File: src/rtl/uart_rx_cmd_fifo.sv
// Receive-side byte FIFO feeding command_decoder; bytes pop under a two-state pacing FSM (optional echo: UART_RX_ECHO_EN).
// Latency: rx_done to rx_trigger is 1 cycle; drain rate is one byte per 2 clocks.
// Backpressure: a byte arriving into a full FIFO without a same-cycle pop is dropped and flagged on rx_overflow; echo build stalls pops while tx_full.
module uart_rx_cmd_fifo #(
  parameter int DEPTH = 4
) (
  input  logic       clk,
  input  logic       rst,
  input  logic       rx_done,
  input  logic [7:0] rx_data,
  input  logic       tx_full,
  output logic [7:0] rx_fifo_popdata,
  output logic       rx_trigger,
  output logic       tx_push,
  output logic [7:0] tx_push_data,
  output logic       rx_fifo_empty,
  output logic       rx_fifo_full,
  output logic       rx_overflow
);

  localparam int AW = $clog2(DEPTH);
  localparam logic [AW:0] CNT_FULL = (AW+1)'(DEPTH);

  typedef enum logic {ST_IDLE, ST_ISSUE} state_t;

  logic [7:0]    r_mem [DEPTH];
  logic [AW-1:0] r_wptr;
  logic [AW-1:0] r_rptr;
  logic [AW:0]   r_cnt;
  state_t        r_state;
  state_t        w_state_nxt;
  logic [7:0]    r_popdata;
  logic          r_trigger;
  logic          r_overflow;

  logic w_pop_ok;
  logic w_pop;
  logic w_push;
  logic w_drop;

  assign rx_fifo_empty = (r_cnt == '0);
  assign rx_fifo_full  = (r_cnt == CNT_FULL);

`ifdef UART_RX_ECHO_EN
  assign w_pop_ok = (r_state == ST_IDLE) && !rx_fifo_empty && !tx_full;
`else
  assign w_pop_ok = (r_state == ST_IDLE) && !rx_fifo_empty;
`endif

  // A full FIFO still accepts a byte when a pop frees a slot in the same cycle.
  assign w_push = rx_done && (!rx_fifo_full || w_pop);
  assign w_drop = rx_done && rx_fifo_full && !w_pop;

  // Pacing FSM state register.
  always_ff @(posedge clk or posedge rst) begin
    if (rst) r_state <= ST_IDLE;
    else     r_state <= w_state_nxt;
  end

  // Next state and pop decision: pop only from IDLE, then spend one cycle in ISSUE.
  always_comb begin
    w_state_nxt = r_state;
    w_pop       = 1'b0;
    case (r_state)
      ST_IDLE: begin
        if (w_pop_ok) begin
          w_pop       = 1'b1;
          w_state_nxt = ST_ISSUE;
        end
      end
      ST_ISSUE: w_state_nxt = ST_IDLE;
      default:  w_state_nxt = ST_IDLE;
    endcase
  end

  // Storage array; contents are don't-care after reset since cnt gates reads.
  always_ff @(posedge clk) begin
    if (w_push) r_mem[r_wptr] <= rx_data;
  end

  // Pointers and occupancy; simultaneous push and pop leaves cnt unchanged.
  always_ff @(posedge clk or posedge rst) begin
    if (rst) begin
      r_wptr <= '0;
      r_rptr <= '0;
      r_cnt  <= '0;
    end else begin
      if (w_push) r_wptr <= r_wptr + AW'(1);
      if (w_pop)  r_rptr <= r_rptr + AW'(1);
      case ({w_push, w_pop})
        2'b10:   r_cnt <= r_cnt + (AW+1)'(1);
        2'b01:   r_cnt <= r_cnt - (AW+1)'(1);
        default: r_cnt <= r_cnt;
      endcase
    end
  end

  // Registered pop outputs: data held until the next pop, strobes last one cycle.
  always_ff @(posedge clk or posedge rst) begin
    if (rst) begin
      r_popdata  <= 8'h00;
      r_trigger  <= 1'b0;
      r_overflow <= 1'b0;
    end else begin
      r_trigger  <= w_pop;
      r_overflow <= w_drop;
      if (w_pop) r_popdata <= r_mem[r_rptr];
    end
  end

  assign rx_fifo_popdata = r_popdata;
  assign rx_trigger      = r_trigger;
  assign rx_overflow     = r_overflow;

`ifdef UART_RX_ECHO_EN
  logic       r_tx_push;
  logic [7:0] r_tx_data;

  // Echo path mirrors every pop to the transmit FIFO.
  always_ff @(posedge clk or posedge rst) begin
    if (rst) begin
      r_tx_push <= 1'b0;
      r_tx_data <= 8'h00;
    end else begin
      r_tx_push <= w_pop;
      if (w_pop) r_tx_data <= r_mem[r_rptr];
    end
  end

  assign tx_push      = r_tx_push;
  assign tx_push_data = r_tx_data;
`else
  logic w_unused_tx_full;
  assign w_unused_tx_full = tx_full;
  assign tx_push          = 1'b0;
  assign tx_push_data     = 8'h00;
`endif

endmodule

File: config.mk
export PLATFORM = sky130hd
export DESIGN_NAME = uart_rx_cmd_fifo
export DESIGN_NICKNAME = d
export VERILOG_FILES = /design/src/rtl/uart_rx_cmd_fifo.sv
export SDC_FILE = /design/constraint.sdc
export NUM_CORES = 1
export LEC_CHECK = 0
export ABC_AREA = 1
export CAP_MARGIN = 20
export CORE_MARGIN = 2
export CORE_UTILIZATION = 45
export CTS_BUF_LIST = sky130_fd_sc_hd__clkbuf_2 sky130_fd_sc_hd__clkbuf_4 sky130_fd_sc_hd__clkbuf_8
export DETAILED_ROUTE_END_ITERATION = 6
export GPL_ROUTABILITY_DRIVEN = 0
export PLACE_DENSITY = 0.75
export SLEW_MARGIN = 10
export SYNTH_ARGS = -nofsm -noshare
export SYNTH_HDL_FRONTEND = slang
export SYNTH_SLANG_ARGS = --single-unit
File: constraint.sdc
create_clock -name clk -period 1.9 [get_ports clk]
set_clock_uncertainty 0.1 [all_clocks]
set_input_delay 0.285 -clock clk [delete_from_list [all_inputs] [get_ports clk]]
set_output_delay 0.285 -clock clk [all_outputs]
set_load 0.01 [all_outputs]
After elaboration in Yosys (flattened, before gate mapping)
Memory sizes are Yosys's and may differ from the RTL's. A register that Yosys moved wholly into a read port is not among the register bits.
Index checks and enable logic that the tools add are counted.
{"block": "totals", "register_bits": 10, "ram_bits": 32, "inputBits": 12, "output_inout_bits": 21, "word_cells": 31, "mem_count": 1}
{"memory": "r_mem", "words": 4, "width": 8, "read_ports": 1, "rd_clocked_by_memory_dff": 1, "write_ports": 1, "line": "26", "text": "logic [7:0] r_mem [DEPTH];"}
{"block": "op_classes", "addsub": 4, "n_eq_ne": 3, "n_mux": 6, "n_bitwise": 1, "reduce_logical": 10}
{"operator": "$pmux 3 s2", "count": 1}
{"operator": "$add 2x1->2 const B", "count": 2}
{"operator": "$logic_and 1x1->1", "count": 4}
{"operator": "$mux 1", "count": 4}
{"operator": "$add 3x1->3 const B", "count": 1}
{"operator": "$eq 3x3->1 const B", "count": 1}
{"operator": "$logic_not 1->1", "count": 3}
{"operator": "$logic_not 3->1", "count": 1}
{"operator": "$sub 3x1->3 const B", "count": 1}
{"operator": "$eq 2x1->1 const B", "count": 1}
{"operator": "$eq 2x2->1 const B", "count": 1}
{"operator": "$pmux 1 s2", "count": 1}
{"operator": "$reduce_bool 2->1", "count": 1}
{"operator": "$logic_or 1x1->1", "count": 1}
{"operator": "$not 1->1", "count": 1}

Logic depth before layout (Yosys ltp)
{"block": "depth", "word_depth": 9, "mapped_depth": 10, "mapped_depth_nobuf": 10}

Least setup slack after synthesis
No wires, ideal clock.
{"block": "synth_timing", "kind": "reg2reg", "startpoint": "register r_cnt[0]", "endpoint": "register r_cnt[2]", "setup_time_ps": 123, "t_arrival_ps": 1693, "required_ps": 1677, "setup_slack_ps": -16, "stages_incl_launch_ff": 10, "path_buffers": 0, "period_less_slack_ps": 1916, "cell_sequence": "dfrtp_1 -> nor2_2 -> nand3_1 -> nand2_2 -> ha_1 -> inv_1 -> fa_1 -> nand2_1 -> nand3_1 -> xor2_1"}
{"block": "synth_between", "elab_chain_len": 9, "elab_cells_between_ends": 15, "cone_classes": "add/sub: 2; eq/ne: 3; mux: 3; reduce/logical: 7"}
{"element": "start: declaration", "line": "29", "text": "logic [AW:0] r_cnt;"}
{"element": "start signal: assignment", "line": "91", "text": "2'b10: r_cnt <= r_cnt + (AW+1)'(1);"}
{"element": "start signal: assignment", "line": "92", "text": "2'b01: r_cnt <= r_cnt - (AW+1)'(1);"}
{"element": "start signal: assignment", "line": "93", "text": "default: r_cnt <= r_cnt;"}
{"element": "$logic_not 3->1", "line": "41", "text": "assign rx_fifo_empty = (r_cnt == '0);"}
{"element": "$logic_not 1->1", "line": "47", "text": "assign w_pop_ok = (r_state == ST_IDLE) && !rx_fifo_empty;"}
{"element": "$logic_and 1x1->1", "line": "47"}
{"element": "$mux 1", "line": "66", "text": "if (w_pop_ok) begin"}
{"element": "$mux 1", "line": "64", "text": "case (r_state)"}
{"element": "$logic_or 1x1->1", "line": "51", "text": "assign w_push = rx_done && (!rx_fifo_full || w_pop);"}
{"element": "$logic_and 1x1->1", "line": "51"}
{"element": "$eq 2x1->1 or $eq 2x2->1 (tied branches)", "line": "90", "text": "case ({w_push, w_pop})"}
{"element": "$pmux 3 s2 or $reduce_bool 2->1 (tied branches)"}
Parallel ways exist; a longest one is shown, timed or not.
A chain may end at the register's enable or synchronous reset.

Worst setup path after layout
{"block": "layout_timing", "startpoint": "register r_cnt[1]", "endpoint": "register r_cnt[2]"}
The elaborated chain is that of the path after synthesis.

==> results.cfg <==
[outcome]
status = finished clean

[clock_tree]
root_buffer = clkbuf_8
clock_sinks = 49
clk_pin_slew_ns = 0.10
h-tree-depth = 2
clock_path_buffers = 2
cts_buffers = 5
cts_tree = built
clock_latency_ns = 0.30
cts_hold_buf = 0

[synthesis]
synth_top_area_cell = edfxtp_1
synth.yosys.seq_area_share = 0.615
synth_warnings = 0
syn_inst = 230
syn_area_um2 = 2250
syn_avg_cell_area_um2 = 9.80
synth-seq-cells = 49
yosys.area.top_type_share = 0.426
synth_area_leaders = edfxtp_1 (43%), dfrtp_1 (19%), nand2_1 (12%)
synth_cell_type_count = 21

[worst_setup_path]
worstSetupPathType = register to register
r2r-start = r_cnt[1]$_DFFE_PP0P_
cp_max_fo = 3
crit_required_ns = 2.00
regToRegEndpoint = r_cnt[2]$_DFFE_PP0P_
r2r_cells = 9
crit_path_end = r_cnt[2]$_DFFE_PP0P_
cp_data_arrival_time_ns = 1.95
worstSetupStartpointType = register
cp-startpoint = r_cnt[1]$_DFFE_PP0P_
cp-end-kind = register
ff2ff_setup_slack_ns = 0.05

[place]
dpl.hpwl_mm = 2.60
place.detailed.instances = 325
dp_slack_ns = -0.0408
io_buffer_count = 22

[detailed_routing]
wl_mm = 3.86
viasPerCell = 4.39
wl_met2_mm = 2.04
routed.top_layer = met4
route.layer.met1.wl_mm = 1.64
wl_per_cell_um = 11.5
via_count = 1474
drt_pass1_iterations = 4
drcViolationCount = 0
dr_wl_met3_um = 119
ant_nets = 0
drt_iter0_markers = 55

[final_layout]
final_core_util = 0.565
fillerInstances = 416
antennaDiodeCount = 0
final_nets = 286
stdcell_count = 336
layout-drive-gt1-share = 0.126
area_delta_synth_final_pct = 19.9

[timing]
drv_slew = 0
min_period_over_period = 0.972
setup_viol = 0
fin_crit_ns = 1.85
fin_ws_ns = 0.0535
fmax_mhz = 542
hold_viol = 0

[floorplan]
initial_core_util = 0.471
rows = 25
ios = 33
dieHeight_um = 74.8
die_x_um = 74.8
core-area_um2 = 4790
dieArea_um2 = 5590

[pwr]
power_leakage_nw = 1.30
vdd_drop_max_v = 0.000515
pwr_density_cell_nw_per_um2 = 1490

[global_route]
grt_max_degree = 19
gr-usage-all-layers = 0.158
grt_pass1_wl_mm = 6.44
grt_pass1_vias = 1426
grt-ovfl-total = 0
antenna_found_initial = 0

[run]
cap_violations = 0

[worst_hold_path]
hp-class = input pin to async pin
[through the flow]
step / total power [mW] / area, um^2 / hold WS [ns] / setup TNS (ns)
after global placement: 3.31 / 2570 / 0.364 / -0.00591
after global routing: 4.37 / 2700 / 0.222 / -0.0206
after floorplan: 2.80 / 2290 / 0.111 / 0
after detailed placement: 3.38 / 2570 / 0.373 / -0.0408
after CTS: 3.99 / 2670 / 0.180 / 0
final: 4.03 / 2700 / 0.181 / 0
[kinds of logic after synthesis]
group | after synthesis | synth area share
simple gates | 104 | 0.188
buf+inv | 63 | 0.130
flops | 49 | 0.615
fa+ha+maj | 6 | 0.0366
compound gates | 4 | 0.0167
xor+xnor | 3 | 0.0117
other cells | 1 | 0.00166
[synth_stat cells, drive strengths merged]
master,n
clkinv,1
nor2,8
xnor2,1
ha,5
edfxtp,32
nand3,20
nand2,76
a21oi,1
o21ai,2
xor2,2
inv,48
dfrtp,17
buf,14
conb,1
o21bai,1
fa,1
[worst min-delay path by stage]
stage                                              start                              to  slack [ns]  cells past startpoint
after floorplan                                      rst            r_cnt[0]$_DFFE_PP0P_        0.11                      1
after global placement    rx_fifo_popdata[5]$_DFFE_PP0P_  rx_fifo_popdata[5]$_DFFE_PP0P_        0.36                      2
after detailed placement  rx_fifo_popdata[2]$_DFFE_PP0P_  rx_fifo_popdata[2]$_DFFE_PP0P_        0.37                      2
after CTS                                            rst           r_rptr[0]$_DFFE_PP0P_        0.18                      3
after global routing                                 rst            r_cnt[1]$_DFFE_PP0P_        0.22                      3
final                                                rst  rx_fifo_popdata[4]$_DFFE_PP0P_        0.18                      3
[routing by layer]
| layer | track usage | up-vias |
|---|---|---|
| li1 | - | 754 |
| met1 | 0.188 | 683 |
| met2 | 0.279 | 30 |
| met3 | 0.0402 | 7 |
| met4 | 0.0536 | 0 |
| met5 | 0 | - |
[final cells by class]
class / count / area, um^2 / share of cell area
Multi-Input combinational cell: 126 / 628 / 0.232
Timing Repair Buffer: 37 / 330 / 0.122
Clock buffer: 5 / 68.8 / 0.0255
Sequential cell: 49 / 1390 / 0.513
Clock inverter: 3 / 21.3 / 0.00787
Tap cell: 67 / 83.8 / 0.0310
Inverter: 49 / 184 / 0.0681
[power breakdown]
| group | switching (mW) | internal (mW) | total (mW) | leakage [nW] |
|---|---|---|---|---|
| Clock | 0.354 | 0.260 | 0.614 | 0.0407 |
| Combinational | 0.990 | 0.769 | 1.76 | 0.759 |
| Sequential | 0.186 | 1.47 | 1.66 | 0.501 |
| Total | 1.53 | 2.50 | 4.03 | 1.30 |
[sequential cells by signal (all words and copies together) (netlist names)]
register,count
rx_overflow,1
r_cnt,3
rx_fifo_popdata,8
r_wptr,2
r_rptr,2
r_mem,32
r_state,1
[what timing repair did]
item / in CTS / in global routing
pin swaps: 0 / 4
setup endpoints to repair: 3 / 1
setup buffers: 0 / 3
cloned: 0 / 0
gates resized for setup: 3 / 4
[worst max-delay path, cell delays in order, from the launching register on]
cell     delay [ns]
dfrtp_1        0.42
nor2_4         0.15
nand3_2        0.10
nand2_2        0.10
ha_4           0.13
inv_2          0.05
fa_2           0.37
nand2_1        0.08
nand3_1        0.08
xor2_1         0.16
[layout by cell type, fill, tap and decap left out, drive strengths merged, types with 5 or more instances in the layout]
cell type / count
inv: 49
nor2: 8
edfxtp: 32
nand3: 20
nand2: 76
buf: 15
clkdlybuf4s50: 20
clkbuf: 5
ha: 5
conb: 9
dfrtp: 17
Note: power is estimated with default switching activity, not from simulation.
